===== config.mk =====
export PLATFORM = sky130hd
export DESIGN_NAME = kbd_ascii_tracker
export DESIGN_NICKNAME = d
export VERILOG_FILES = /design/src/rtl/kbd_pkg.sv /design/src/rtl/kbd_ascii_tracker_shift_symbol_map.sv /design/src/rtl/kbd_ascii_tracker.sv
export SDC_FILE = /design/constraint.sdc
export NUM_CORES = 1
export LEC_CHECK = 0
export CELL_PAD_IN_SITES_DETAIL_PLACEMENT = 1
export CELL_PAD_IN_SITES_GLOBAL_PLACEMENT = 1
export CORE_MARGIN = 1
export CORE_UTILIZATION = 42
export DETAILED_ROUTE_END_ITERATION = 12
export PLACE_DENSITY_LB_ADDON = 0.1
export SLEW_MARGIN = 20
export SYNTH_ARGS = -nofsm -noshare
export SYNTH_HDL_FRONTEND = slang
export SYNTH_SLANG_ARGS = --single-unit

===== constraint.sdc =====
create_clock -name clk -period 4.8 [get_ports clk]
set_clock_uncertainty 0.05 [all_clocks]
set_input_delay 0.48 -clock clk [delete_from_list [all_inputs] [get_ports clk]]
set_output_delay 0.48 -clock clk [all_outputs]
set_load 0.01 [all_outputs]

===== src/rtl/kbd_pkg.sv =====
// Shared scan-code constants, FSM state type and seven-segment table for the
// keyboard ASCII tracker.
package kbd_pkg;

    localparam logic [7:0] SC_BREAK  = 8'hF0;
    localparam logic [7:0] SC_EXT    = 8'hE0;
    localparam logic [7:0] SC_LSHIFT = 8'h12;
    localparam logic [7:0] SC_RSHIFT = 8'h59;
    localparam logic [7:0] SC_CTRL   = 8'h14;
    localparam logic [7:0] SC_CAPS   = 8'h58;

    typedef enum logic [2:0] {
        ST_IDLE, ST_BRK, ST_EXT, ST_EXT_BRK, ST_REQ, ST_CONV
    } kbd_state_t;

    typedef struct packed {
        logic lshift;
        logic rshift;
        logic lctrl;
        logic rctrl;
        logic caps;
        logic caps_held;
    } mod_state_t;

    // Active-low segments, index 15 first so SEG_TABLE[n] is digit n.
    localparam logic [15:0][6:0] SEG_TABLE = {
        7'h0E, 7'h06, 7'h21, 7'h46, 7'h03, 7'h08, 7'h10, 7'h00,
        7'h78, 7'h02, 7'h12, 7'h19, 7'h30, 7'h24, 7'h79, 7'h40
    };

    function automatic logic [6:0] seg7(input logic [3:0] nib);
        return SEG_TABLE[nib];
    endfunction

endpackage


===== src/rtl/kbd_ascii_tracker_shift_symbol_map.sv =====
// Shifted-symbol lookup for non-letter ASCII; unknown codes pass through.
module shift_symbol_map (
    input  logic [7:0] code,
    output logic [7:0] sym
);
    always_comb begin
        sym = code;
        case (code)
            8'h60: sym = 8'h7E;
            8'h31: sym = 8'h21;
            8'h32: sym = 8'h40;
            8'h33: sym = 8'h23;
            8'h34: sym = 8'h24;
            8'h35: sym = 8'h25;
            8'h36: sym = 8'h5E;
            8'h37: sym = 8'h26;
            8'h38: sym = 8'h2A;
            8'h39: sym = 8'h28;
            8'h30: sym = 8'h29;
            8'h2D: sym = 8'h5F;
            8'h3D: sym = 8'h2B;
            8'h5B: sym = 8'h7B;
            8'h5D: sym = 8'h7D;
            8'h5C: sym = 8'h7C;
            8'h3B: sym = 8'h3A;
            8'h27: sym = 8'h22;
            8'h2C: sym = 8'h3C;
            8'h2E: sym = 8'h3E;
            8'h2F: sym = 8'h3F;
            8'h7F: sym = 8'h2E;
            default: sym = code;
        endcase
    end
endmodule


===== src/rtl/kbd_ascii_tracker.sv =====
// PS/2 byte stream -> modifier tracking, ROM-based ASCII conversion,
// keystroke count, character history and seven-segment display.
module kbd_ascii_tracker
    import kbd_pkg::*;
#(
    parameter int CNT_W            = 8,
    parameter int HIST_DEPTH       = 4,
    parameter int REPEAT_EN        = 0,
    parameter int BLANK_ON_RELEASE = 1
) (
    input  logic                    clk,
    input  logic                    clrn,
    input  logic                    code_valid,
    input  logic [7:0]              scan_code,
    output logic [7:0]              rom_addr,
    input  logic [7:0]              rom_lower,
    input  logic [7:0]              rom_upper,
    output logic [7:0]              ascii,
    output logic                    ascii_valid,
    output logic                    key_down,
    output logic                    shift,
    output logic                    ctrl,
    output logic                    caps,
    output logic                    overrun,
    output logic [CNT_W-1:0]        key_count,
    output logic [8*HIST_DEPTH-1:0] hist,
    output logic [13:0]             hex_ascii,
    output logic [13:0]             hex_count
);

    kbd_state_t                     state, state_nxt;
    mod_state_t                     mods;
    logic [7:0]                     cur_key;
    logic                           have_char;
    logic [HIST_DEPTH-1:0][7:0]     hist_r;
    logic                           is_special, is_repeat, is_lower;
    logic                           make_go, byte_drop, conv_fire;
    logic [7:0]                     sym, conv_res;
    logic [7:0]                     cnt8;

    assign shift = mods.lshift | mods.rshift;
    assign ctrl  = mods.lctrl | mods.rctrl;
    assign caps  = mods.caps;
    assign hist  = hist_r;

    assign is_special = scan_code inside {SC_BREAK, SC_EXT, SC_LSHIFT,
                                          SC_RSHIFT, SC_CTRL, SC_CAPS};
    assign is_repeat  = (scan_code == cur_key) && key_down && (REPEAT_EN == 0);
    assign is_lower   = (rom_lower >= 8'h61) && (rom_lower <= 8'h7A);

    shift_symbol_map u_sym (.code(rom_lower), .sym(sym));

    always_comb begin
        if (ctrl && is_lower)
            conv_res = rom_lower & 8'h1F;
        else if (is_lower)
            conv_res = (caps ^ shift) ? rom_upper : rom_lower;
        else if (shift)
            conv_res = sym;
        else
            conv_res = rom_lower;
    end

    always_ff @(posedge clk or negedge clrn) begin
        if (!clrn) state <= ST_IDLE;
        else       state <= state_nxt;
    end

    always_comb begin
        state_nxt = state;
        case (state)
            ST_IDLE: if (code_valid) begin
                if (scan_code == SC_BREAK)    state_nxt = ST_BRK;
                else if (scan_code == SC_EXT) state_nxt = ST_EXT;
                else if (make_go)             state_nxt = ST_REQ;
            end
            ST_BRK, ST_EXT_BRK: if (code_valid) state_nxt = ST_IDLE;
            ST_EXT: if (code_valid)
                state_nxt = (scan_code == SC_BREAK) ? ST_EXT_BRK : ST_IDLE;
            ST_REQ:  state_nxt = ST_CONV;
            ST_CONV: state_nxt = ST_IDLE;
            default: state_nxt = ST_IDLE;
        endcase
    end

    // Bytes arriving while the ROM read is in flight are lost, not queued.
    always_comb begin
        make_go   = 1'b0;
        byte_drop = 1'b0;
        conv_fire = 1'b0;
        case (state)
            ST_IDLE: make_go = code_valid && !is_special && !is_repeat;
            ST_REQ:  byte_drop = code_valid;
            ST_CONV: begin
                byte_drop = code_valid;
                conv_fire = (conv_res != 8'h00);
            end
            default: ;
        endcase
    end

    always_ff @(posedge clk or negedge clrn) begin
        if (!clrn) begin
            mods        <= '0;
            cur_key     <= '0;
            key_down    <= 1'b0;
            rom_addr    <= '0;
            ascii       <= '0;
            ascii_valid <= 1'b0;
            overrun     <= 1'b0;
            key_count   <= '0;
            hist_r      <= '0;
            have_char   <= 1'b0;
        end else begin
            ascii_valid <= 1'b0;
            overrun     <= byte_drop;
            case (state)
                ST_IDLE: if (code_valid) begin
                    case (scan_code)
                        SC_LSHIFT: mods.lshift <= 1'b1;
                        SC_RSHIFT: mods.rshift <= 1'b1;
                        SC_CTRL:   mods.lctrl  <= 1'b1;
                        SC_CAPS: begin
                            if (!mods.caps_held) mods.caps <= !mods.caps;
                            mods.caps_held <= 1'b1;
                        end
                        SC_BREAK, SC_EXT: ;
                        default: begin
                            cur_key <= scan_code;
                            if (make_go) begin
                                rom_addr <= scan_code;
                                key_down <= 1'b1;
                            end
                        end
                    endcase
                end
                ST_BRK: if (code_valid) begin
                    case (scan_code)
                        SC_LSHIFT: mods.lshift    <= 1'b0;
                        SC_RSHIFT: mods.rshift    <= 1'b0;
                        SC_CTRL:   mods.lctrl     <= 1'b0;
                        SC_CAPS:   mods.caps_held <= 1'b0;
                        default: ;
                    endcase
                    if (scan_code == cur_key) key_down <= 1'b0;
                end
                ST_EXT: if (code_valid && scan_code == SC_CTRL) mods.rctrl <= 1'b1;
                ST_EXT_BRK: if (code_valid && scan_code == SC_CTRL) mods.rctrl <= 1'b0;
                ST_CONV: if (conv_fire) begin
                    ascii       <= conv_res;
                    ascii_valid <= 1'b1;
                    key_count   <= key_count + CNT_W'(1);
                    have_char   <= 1'b1;
                    for (int i = HIST_DEPTH-1; i > 0; i--) hist_r[i] <= hist_r[i-1];
                    hist_r[0]   <= conv_res;
                end
                default: ;
            endcase
        end
    end

    assign cnt8      = 8'(key_count);
    assign hex_count = {seg7(cnt8[7:4]), seg7(cnt8[3:0])};
    assign hex_ascii = (!have_char || (BLANK_ON_RELEASE != 0 && !key_down)) ?
                       14'h3FFF : {seg7(ascii[7:4]), seg7(ascii[3:0])};

endmodule

==> results.json <==
{
  "maxCapViolCount": 0,
  "yosysWarnings": 0,
  "r2r_cells": 9,
  "dp_cells": 724,
  "core.rowCount": 39,
  "crit_path_max_incr_delay_ps": 650,
  "timing.final.ws_setup_ps": 924,
  "hp-class": "input pin to async pin",
  "maxSlewHeadroom": 0.427,
  "synth_area_um2": 4880,
  "yosysTopAreaCellShare": 0.354,
  "ys_async_sr_fraction": 1.00,
  "cp_num_buf_inv": 2,
  "grt_max_degree": 70,
  "worstPathCellList": "clkdlybuf4s50_1 -> nand4bb_1 -> nor2_1 -> a221oi_1 -> a41o_1 -> mux2i_1 -> nor4_4 -> a21oi_4 -> buf_12 -> mux2_2",
  "cp-start-kind": "input pin",
  "holdBufCountCts": 0,
  "worst_ep_arrival_time_ps": 4040,
  "irDropWorstVdd_mv": 0.417,
  "ff_latch_area_um2": 1730,
  "worstSkewPairLatency_ps": 340,
  "worstMarginPinSlew_ps": 859,
  "die_h_um": 110,
  "setup_violations": 0,
  "required_ps": 4970,
  "core_um2": 11400,
  "viasPerCell": 5.71,
  "numCtsBuffers": 9,
  "critical_path_peak_fanout": 38,
  "setup_tns_ps": 0,
  "wire_per_inst_um": 18.4,
  "final_nets": 643,
  "powerDensity_nw_per_um2": 600,
  "ios": 117,
  "final_cell_mix": "clkdlybuf4s50_1, dfrtp_1, mux2_2",
  "synth.distinct_cells": 73,
  "grtUsageTotal": 0.234,
  "multi_input_comb_area_um2": 2860,
  "synth_nets": 544,
  "cellLeakagePower_uw": 0.00266,
  "synth_top_area_cell": "dfrtp_1",
  "cts_resized": 0,
  "area_delta_synth_final_pct": 30.9,
  "dieArea_um2": 12100,
  "yosys.area_share.simple": 0.190,
  "h-tree-depth": 3,
  "synth_mux_area_frac": 0.153,
  "n_antenna_cell": 0,
  "post-dp-hpwl_um": 10000,
  "grt_pass1_wl_um": 21600,
  "grt_setup_unrepaired": "false",
  "syn_avg_cell_area_um2": 9.90,
  "antenna_found_initial": 0,
  "ys_top_cells_by_area": "dfrtp_1, mux2_2, ha_1",
  "ys.flop_type": "dfrtp_1",
  "synth.ff_latch_count": 69,
  "synth-adder-area-share": 0.0615,
  "clockBufferDepth": 2,
  "finalWirelength_um": 13600,
  "holdWs_ps": 289,
  "io_buffers": 116,
  "path_depth": 10,
  "synth-seq-area-share": 0.354,
  "final_cells": 740,
  "crit_family": "compound AO/OA/AOI/OAI gates",
  "layout_worst_path_cycle_share": 0.807,
  "fmax_ghz": 0.258,
  "grt_pass1_vias": 4176,
  "cts.sink_count": 69,
  "end_kind": "flip-flop",
  "power_uw": 3830,
  "period_needed_ps": 3880,
  "pre_cts_ws_ps": 610,
  "synth_edf_count": 0,
  "status": "finished, final reports clean",
  "drive_above_1_share": 0.139,
  "cts_tree": "done",
  "gr-total-overflow": 0,
  "synth_top_family_by_area": "simple AND/OR/NAND/NOR gates",
  "synth_xor_area_frac": 0.0374,
  "maxSlewViolCount": 0,
  "slowest_stage": "clkdlybuf4s50_1",
  "cts_post_setup_buffers_inserted": 0,
  "clk_pin_slew_worst_paths_ps": 60,
  "drt-initial-drc-count": 155,
  "remaining_drc_errors": 0,
  "synth_compound_area_frac": 0.145,
  "routed-via-count": 4223,
  "detail-route-antenna-nets": 0,
  "hold_violations": 0,
  "synthesis.instances": 493,
  "dr.pass1.iters": 4,
  "crit_type": "input pin to flip-flop",
  "layout_commonest_cell": "clkdlybuf4s50_1",
  "fp.dieW_um": 110,
  "clockRootBuffer": "clkbuf_16",
  "initial_core_util": 0.429,
  "num-fill-cells": 1258,
  "gp_congestion": 0.859
}
[flip-flops by register name, indices dropped and copies added (netlist names)]
name	count
overrun	1
key_down	1
key_count	8
have_char	1
mods	5
cur_key	8
rom_addr	8
state	3
hist	32
ascii_valid	1
caps	1
[metal layers]
layer / vias up / part of all wire / global-route usage
met3: 16 / 0.033 / 0.0468
met2: 98 / 0.50 / 0.407
met1: 2114 / 0.45 / 0.291
li1: 1995 / - / -
met4: 0 / 0.014 / 0.0714
met5: - / 0 / 0
[worst paths after layout]
path | from | endpoint | slack, ps
worst min-delay path | clrn | hist[28] | 290
worst min register to register | mods[3] | mods[3] | 440
min in group clk | mods[3] | mods[3] | 440
max in group asynchronous | clrn | rom_addr[2] | 3860
worst max register to register | mods[4] | hist[30] | 1560
worst max-delay path | rom_lower[7] | hist[30] | 920
[final cells by class]
| type | count | area share |
|---|---|---|
| Multi-Input combinational cell | 367 | 0.448 |
| Sequential cell | 69 | 0.270 |
| Timing Repair Buffer | 128 | 0.197 |
| Clock buffer | 9 | 0.0352 |
| Tap cell | 143 | 0.0280 |
| Clock inverter | 7 | 0.0116 |
| Inverter | 17 | 0.00998 |
[logic make-up after synthesis]
logic type,after synthesis
fa+ha+maj,24
mux,66
buf+inv,57
flops,69
simple gates,157
compound gates,100
xor+xnor,20
[cell usage after synthesis (all sizes together), types with 2 or more instances]
library cell and count:
clkbuf 20, nor4 3, xor2 4, nor4bb 5, xnor2 16, or3 4, and2 6, a21boi 2
nor3b 5, o22ai 2, o32ai 3, or4b 2, and3 2, nand4 8, o211ai 4, inv 17
nand2b 9, nand2 25, mux2i 18, buf 20, a22o 4, nor2 34, mux4 2, a21oi 17
nor3 14, nand4b 5, o311ai 2, nand3 10, or3b 2, o2bb2ai 2, o211a 3, and3b 5
dfrtp 69, o21ai 28, mux2 46, a31oi 4, nor2b 8, a211oi 3, o31ai 5, a32o 2
or4 2, a221o 5, nand3b 3, ha 24, a21o 2
[power by group]
part	internal (µW)	switching, µW	total, µW
registers	818	334	1150
clock network	403	264	667
logic	1160	856	2010
[stage by stage]
step | instance area [µm²] | util
floorplan | 4880 | -
global placement | 6090 | 0.536
detailed placement | 6090 | 0.536
CTS | 6390 | 0.562
global route | 6390 | 0.562
finish | 6390 | 0.562
Note: power is estimated with default switching activity, not from simulation.
